## src/rtl/fifo_ctrl.sv

```systemverilog
// rtl/fifo_ctrl.sv - synchronous FIFO controller around an external dual-port RAM
// Port A writes at wr_ptr, port B reads at rd_ptr with one clock of RAM read latency.
module fifo_ctrl #(
  parameter int AW    = 3,
  parameter int DW    = 4,
  parameter int AF_TH = 6,
  parameter int AE_TH = 2
) (
  input  logic          clk,
  input  logic          reset,
  input  logic          push,
  input  logic [DW-1:0] data_in,
  input  logic          pop,
  output logic [DW-1:0] data_out,
  output logic          data_valid,
  output logic          full,
  output logic          empty,
  output logic          almost_full,
  output logic          almost_empty,
  output logic [AW:0]   count,
  output logic          overflow,
  output logic          underflow,
  output logic [AW-1:0] mem_addr_a,
  output logic          mem_rw_a,
  output logic [DW-1:0] mem_din_a,
  output logic [AW-1:0] mem_addr_b,
  output logic          mem_rw_b,
  input  logic [DW-1:0] mem_dout_b
);

  localparam logic [AW:0]   DEPTH_C = (AW+1)'(2**AW);
  localparam logic [AW:0]   AF_C    = (AW+1)'(AF_TH);
  localparam logic [AW:0]   AE_C    = (AW+1)'(AE_TH);
  localparam logic [AW:0]   CNT_ONE = (AW+1)'(1);
  localparam logic [AW-1:0] PTR_ONE = AW'(1);

  logic [AW-1:0] wr_ptr;
  logic [AW-1:0] rd_ptr;
  logic [AW:0]   count_q;
  logic          wr_en;
  logic          rd_en;

  assign full         = (count_q == DEPTH_C);
  assign empty        = (count_q == '0);
  assign almost_full  = (count_q >= AF_C);
  assign almost_empty = (count_q <= AE_C);
  assign count        = count_q;

  assign wr_en = push & ~full;
  assign rd_en = pop & ~empty;

  assign mem_addr_a = wr_ptr;
  assign mem_din_a  = data_in;
  assign mem_rw_a   = wr_en;
  assign mem_addr_b = rd_ptr;
  assign mem_rw_b   = 1'b0;
  assign data_out   = mem_dout_b;

  always_ff @(posedge clk) begin
    if (reset) begin
      wr_ptr     <= '0;
      rd_ptr     <= '0;
      count_q    <= '0;
      data_valid <= 1'b0;
      overflow   <= 1'b0;
      underflow  <= 1'b0;
    end else begin
      if (wr_en) wr_ptr <= wr_ptr + PTR_ONE;
      if (rd_en) rd_ptr <= rd_ptr + PTR_ONE;
      case ({wr_en, rd_en})
        2'b10:   count_q <= count_q + CNT_ONE;
        2'b01:   count_q <= count_q - CNT_ONE;
        default: count_q <= count_q;
      endcase
      data_valid <= rd_en;
      // Error flags stay set until reset so software can see any past rejection.
      if (push & full)  overflow  <= 1'b1;
      if (pop & empty)  underflow <= 1'b1;
    end
  end

endmodule
```

## config.mk

```make
export PLATFORM = sky130hd
export DESIGN_NAME = fifo_ctrl
export DESIGN_NICKNAME = d
export VERILOG_FILES = /design/src/rtl/fifo_ctrl.sv
export SDC_FILE = /design/constraint.sdc
export NUM_CORES = 1
export LEC_CHECK = 0
export CAP_MARGIN = 30
export CORE_MARGIN = 2
export CORE_UTILIZATION = 35
export CTS_BUF_LIST = sky130_fd_sc_hd__clkbuf_8
export CTS_CLUSTER_SIZE = 25
export DETAILED_ROUTE_END_ITERATION = 8
export HOLD_SLACK_MARGIN = 0.08
export PLACE_DENSITY_LB_ADDON = 0.2
export RECOVER_POWER = 50
export SETUP_SLACK_MARGIN = 0.1
export SKIP_LAST_GASP = 1
export SYNTH_ARGS = -nofsm -noshare
export SYNTH_HDL_FRONTEND = slang
export SYNTH_SLANG_ARGS = --single-unit
```

## constraint.sdc

```tcl
create_clock -name clk -period 3.2 [get_ports clk]
set_clock_uncertainty 0.2 [all_clocks]
set_input_delay 0.32 -clock clk [delete_from_list [all_inputs] [get_ports clk]]
set_output_delay 0.32 -clock clk [all_outputs]
set_load 0.1 [all_outputs]
```

After elaboration in Yosys (flattened, before gate mapping)
Index checks and enable logic that the tools add are counted.
{"block": "totals", "ff_bits": 13, "in_bits": 12, "output_inout_bits": 27}
{"block": "classes", "add_sub_neg": 4, "order_cmp": 2, "n_eq_ne": 3, "mux": 1, "bitwise_logic": 6, "reduce_logical": 2}
{"cell": "4-bit case mux with 2 select lines", "n": 1}
{"cell": "3-bit by 1-bit adder with 3-bit output (second input constant)", "n": 2}
{"cell": "4-bit by 1-bit adder with 4-bit output (second input constant)", "n": 1}
{"cell": "1-bit bitwise AND", "n": 4}
{"cell": "4-bit equality test (second input constant)", "n": 1}
{"cell": "4-bit by 3-bit >= comparator with 1-bit output (second input constant)", "n": 1}
{"cell": "4-bit by 2-bit <= comparator with 1-bit output (second input constant)", "n": 1}
{"cell": "4-bit logical NOT", "n": 1}
{"cell": "4-bit by 1-bit subtractor with 4-bit output (second input constant)", "n": 1}
{"cell": "2-bit by 1-bit equality test with 1-bit output (second input constant)", "n": 1}
{"cell": "2-bit equality test (second input constant)", "n": 1}
{"cell": "1-bit NOT", "n": 2}
{"cell": "2-bit nonzero test", "n": 1}

Longest topological paths before layout
{"block": "depth", "ltp_word": 5, "mapped_depth": 9, "ltp_nobuf": 9}

Worst setup path after synthesis
OpenSTA, ideal clock, no wires.
{"block": "synth_timing", "kind": "flip-flop to flip-flop", "from": "register count_q[0] (netlist: count[0])", "to": "register underflow", "arrival_ns": 4.197, "path_slack_ns": -1.273, "stages_incl_launch_ff": 4, "n_path_buf": 0, "period_less_slack_ns": 4.473, "cell_sequence": "dfxtp_1 -> nor4_1 -> a21oi_1 -> nor2_1"}
{"block": "synth_via", "elab_chain_len": 2}
{"element": "start, declared", "line": "39", "rtl": "logic [AW:0] count_q;"}
{"element": "start signal, assigned", "line": "71", "rtl": "2'b10: count_q <= count_q + CNT_ONE;"}
{"element": "start signal, assigned", "line": "72", "rtl": "2'b01: count_q <= count_q - CNT_ONE;"}
{"element": "start signal, assigned", "line": "73", "rtl": "default: count_q <= count_q;"}
{"element": "4-bit logical NOT", "line": "44", "rtl": "assign empty = (count_q == '0);"}
{"element": "net empty", "line": "17", "rtl": "output logic empty,"}
{"element": "1-bit bitwise AND", "line": "78", "rtl": "if (pop & empty) underflow <= 1'b1;"}
{"element": "end signal, assigned", "line": "66", "rtl": "underflow <= 1'b0;"}
{"element": "end signal, assigned", "line": "78"}
{"element": "end, declared", "line": "22", "rtl": "output logic underflow,"}
The timed path passes the listed nets, and every way through them passes these cells.
A chain may end at the register's enable or synchronous reset.

Worst setup path after layout
{"block": "layout_timing", "from": "register count_q[3] (netlist: count[3])", "to": "register count_q[3] (netlist: count[3])"}
{"block": "layout_via", "elab_chain_len": 5, "elab_cells_between_ends": 12, "classes_between": "add/sub (2); eq/ne (3); mux (1); bitwise (4); reduce/logical (2)"}
{"element": "4-bit equality test / 4-bit logical NOT (equally long branches)", "line": "43, 44"}
{"element": "1-bit NOT (on tied branches)", "line": "49, 50"}
{"element": "1-bit bitwise AND (on tied branches)", "line": "49, 50"}
{"element": "2-bit by 1-bit equality test with 1-bit output / 2-bit equality test (equally long branches)", "line": "70", "rtl": "case ({wr_en, rd_en})"}
{"element": "4-bit case mux with 2 select lines / 2-bit nonzero test (equally long branches)"}
Several ways; a longest one is shown, not always the timed one.

==> results.env <==
SYNTH.AVG_CELL_AREA_UM2=9.02
TOP_LEVEL_PORTS=39
CRITPATHKIND='flop to flop'
ROUTE.VIAS.TOTAL=538
SYNTH_SEQUENTIAL_AREA_RATIO_PCT=37.0
FRACTION_OF_LAYOUT_CELLS_WITH_A_SIZE_SUFFIX_ABOVE_1_PCT=20.7
AREA_INSIDE_THE_CORE_BOUNDARY_UM2=1920
LIBRARY_CELL_WITH_THE_HIGHEST_INSTANCE_COUNT_AFTER_SYNTHESIS='sky130_fd_sc_hd__dfxtp_1'
WORST_PATH_MOST_REPEATED_CELL='sky130_fd_sc_hd__a21oi_1'
FIN_CRIT_SH_PCT=87.1
HOLDBUFCOUNTCTS=0
SYNTHESIS.NETS=96
LAYOUT.NETS=111
FF_LATCH_AREA_UM2=263
ANTENNA_CELLS=0
CTS.ROOT.BUFFER_CELL='sky130_fd_sc_hd__clkbuf_8'
SETUP-VIOLATIONS-FINAL=0
GRT_MAX_DEGREE=14
CRITICAL_PATH.SLOWEST_CELL='sky130_fd_sc_hd__or4b_4'
H-TREE-DEPTH=1
CRITICAL_PATH_ARRIVAL_PS=2760
CRITPATHBUFINV=0
DIEWIDTH_UM=48.8
SYNTH-EDFF-COUNT=0
CRITPATHMAXSTAGEDELAY_PS=550
DETAIL_ROUTE.ITER0.VIOLATIONS=1
SYNTH_FLOP_CELL='sky130_fd_sc_hd__dfxtp_1'
WORSTHOLDPATHTYPE='flop to flop'
CLK-INSERTION-DELAY-LATE_PS=240
POSTSYNTHREGISTERBITS=13
AREA.GROWTH.SYNTH_TO_FINAL_PCT=23.1
GRT_PASS1_VIAS=481
R2R-START='count[3]'
TIMING.CRITICAL_PATH.TO_TYPE='flop'
NUMBER_OF_INSTANCES_IN_THE_PLACED_DESIGN=115
DESIGN_AREA_UM2=866
GR-USAGE-ALL-LAYERS_PCT=11.8
PLACE.PORT_BUFFERS=21
LAYOUTNONFILLERINSTCOUNT=119
CTS_BUFFERS=3
PATH_CELLS='or4b_4, nand2_4, ha_1, ha_1, a21oi_1, a21oi_1, or4_1, a21oi_1'
MULTI_INPUT_AREA_UM2=359
DRT-VIAS-PER-INSTANCE=4.52
GLOBAL_ROUTE.OVERFLOW_TOTAL=0
GRT_ANTENNA_BEFORE_REPAIR=0
DPL_CELL_AREA_UM2=848
SHORTEST_PERIOD_THE_WORST_PATH_ALLOWS_PS=2790
TOTALNEGATIVESETUPSLACK_PS=0
SYNTHESIS.AREA_UM2=703
EFFECTIVE_UTILIZATION_AT_FLOORPLAN_PCT=36.6
CP_MAX_FO=8
CLOCK_TREE_FROM_TRITONCTS='done'
CTS_MAX_PATH_BUFFERS=2
YS_TOP_CELLS_BY_AREA='sky130_fd_sc_hd__dfxtp_1 37%, sky130_fd_sc_hd__buf_4 9.6%, sky130_fd_sc_hd__ha_1 8.9%'
GRT_PASS1_WL_UM=2080
STATUS='completed'
FINALWEIGHTEDCONGESTION=0.745
CRITICAL_PATH_REQUIRED_PS=3170
ROUTED_WIRE_LENGTH_PER_INSTANCE_UM=11.2
UTILIZATION_PCT=45.1
CRITPATHLAUNCH='count[3]'
CLOCK.FMAX_MHz=359
CHIPHEIGHT_UM=48.8
SYNTH_WARNINGS=0
TIGHTEST_PIN_TRANSITION_PS=1170
GRT_SETUP_UNREPAIRED='false'
DELAY_HEAVIEST_FAMILY_CP='simple AND/OR/NAND/NOR gates'
DRTANTENNAVIOLNETS=0
SYNTH_TOP_CELLS_BY_COUNT='13 x sky130_fd_sc_hd__dfxtp_1, 12 x sky130_fd_sc_hd__nor2_1, 9 x sky130_fd_sc_hd__buf_4'
POST-SYNTH-TOP-AREA-CELL='sky130_fd_sc_hd__dfxtp_1'
CRITICAL_PATH.STARTPOINT_TYPE='flop'
SYN-INSTANCE-COUNT=78
DRT_WL_TOTAL_UM=1340
TIMING.SLEW.HEADROOM_PCT=22.6
DETAIL_ROUTE.FIRST_PASS.ITERATIONS=2
WORST_SETUP_HOLD_PATH_CLK_SLEW_PS=50
CAP_VIOLATIONS=0
FILLERS=210
MIN-DELAY-START='underflow'
SYNTH_TOP_AREA_SHARE_PCT=37.0
HOLD_VIOL=0
TRITONCTS_NUM_SINKS=13
YOSYS.CELL_TYPES.COUNT=26
CTS-RESIZED-GATES=0
ASYNC_RESET_FF_SHARE_PCT=0
TOTAL_HALF_PERIMETER_WIRELENGTH_AFTER_LEGALIZATION_AND_DETAILED_PLACEMENT_UM=1010
DRCVIOLATIONCOUNT=0
FINAL-MAX-SLEW-VIOLATION-COUNT=0
FP.DIEAREA_UM2=2380
STD_CELL_ROWS=16
POSTCTSSETUPREPAIRBUFS=0
-- worst min-delay path: stages, from the launching register on --
cell	delay (ps)
sky130_fd_sc_hd__dfxtp_1	320
sky130_fd_sc_hd__a21oi_1	40
sky130_fd_sc_hd__nor2_1	70
-- cells by family after synthesis --
logic type                 synth area share (%)
DFF                                        37.0
buffers and inverters                      13.5
xor gates and xnor gates                   7.47
and+or+nand+nor                            17.6
AOI/OAI and AO/OA                          10.7
adders and majority gates                  11.7
other                                     0.533
muxes                                      1.42
-- stage by stage --
stage	hold slack [ps]	setup WS, ps
6_report	267	412
5_1_grt	294	211
4_1_cts	270	458
3_5_place_dp	260	449
3_3_place_gp	254	519
2_1_floorplan	182	83.0
-- worst paths after layout --
kind | endpoint | slack [ps] | cells after the start
setup / recovery | count[3] | 410 | 8
hold / removal | underflow | 270 | 2
setup reg to reg | count[3] | 410 | 8
hold reg to reg | underflow | 270 | 2
-- layout make-up --
cell class / count / area share [%]
clock inverters: 1 / 0.434
well taps: 27 / 3.90
flip-flops and latches: 13 / 30.3
multi-input cells: 49 / 41.5
inverters: 5 / 2.17
repair buffers: 21 / 16.9
clock buffers: 3 / 4.77
-- placed cells by master, fill, tap and decap left out, types with 2 or more instances in the layout --
master | netlist | layout
sky130_fd_sc_hd__nor2_1 | 12 | 12
sky130_fd_sc_hd__dfxtp_1 | 13 | 11
sky130_fd_sc_hd__a21oi_1 | 8 | 8
sky130_fd_sc_hd__buf_4 | 9 | 8
sky130_fd_sc_hd__clkbuf_1 | 1 | 7
sky130_fd_sc_hd__inv_1 | 5 | 6
sky130_fd_sc_hd__xor2_1 | 5 | 5
sky130_fd_sc_hd__ha_1 | 5 | 5
sky130_fd_sc_hd__clkdlybuf4s50_1 | 0 | 5
sky130_fd_sc_hd__clkbuf_8 | 0 | 3
sky130_fd_sc_hd__nand3_1 | 2 | 2
sky130_fd_sc_hd__nand2_1 | 2 | 2
sky130_fd_sc_hd__dfxtp_2 | 0 | 2
-- sequential cells by signal, indices dropped and copies added, names as in the netlist --
register and cells:
mem_addr_a 3, data_valid 1, count 4, underflow 1
overflow 1, mem_addr_b 3
-- routing by layer --
| layer | vias to the layer above | GRT usage, % | wire length, um |
|---|---|---|---|
| li1 | 276 | - | - |
| met1 | 238 | 12.2 | 566 |
| met2 | 21 | 19.9 | 621 |
| met3 | 3 | 3.99 | 117 |
| met4 | 0 | 8.57 | 30 |
| met5 | - | 0 | 0 |
Power is not shown: default switching activity piles up to over one toggle a cycle in this logic, so the estimate is an artifact.
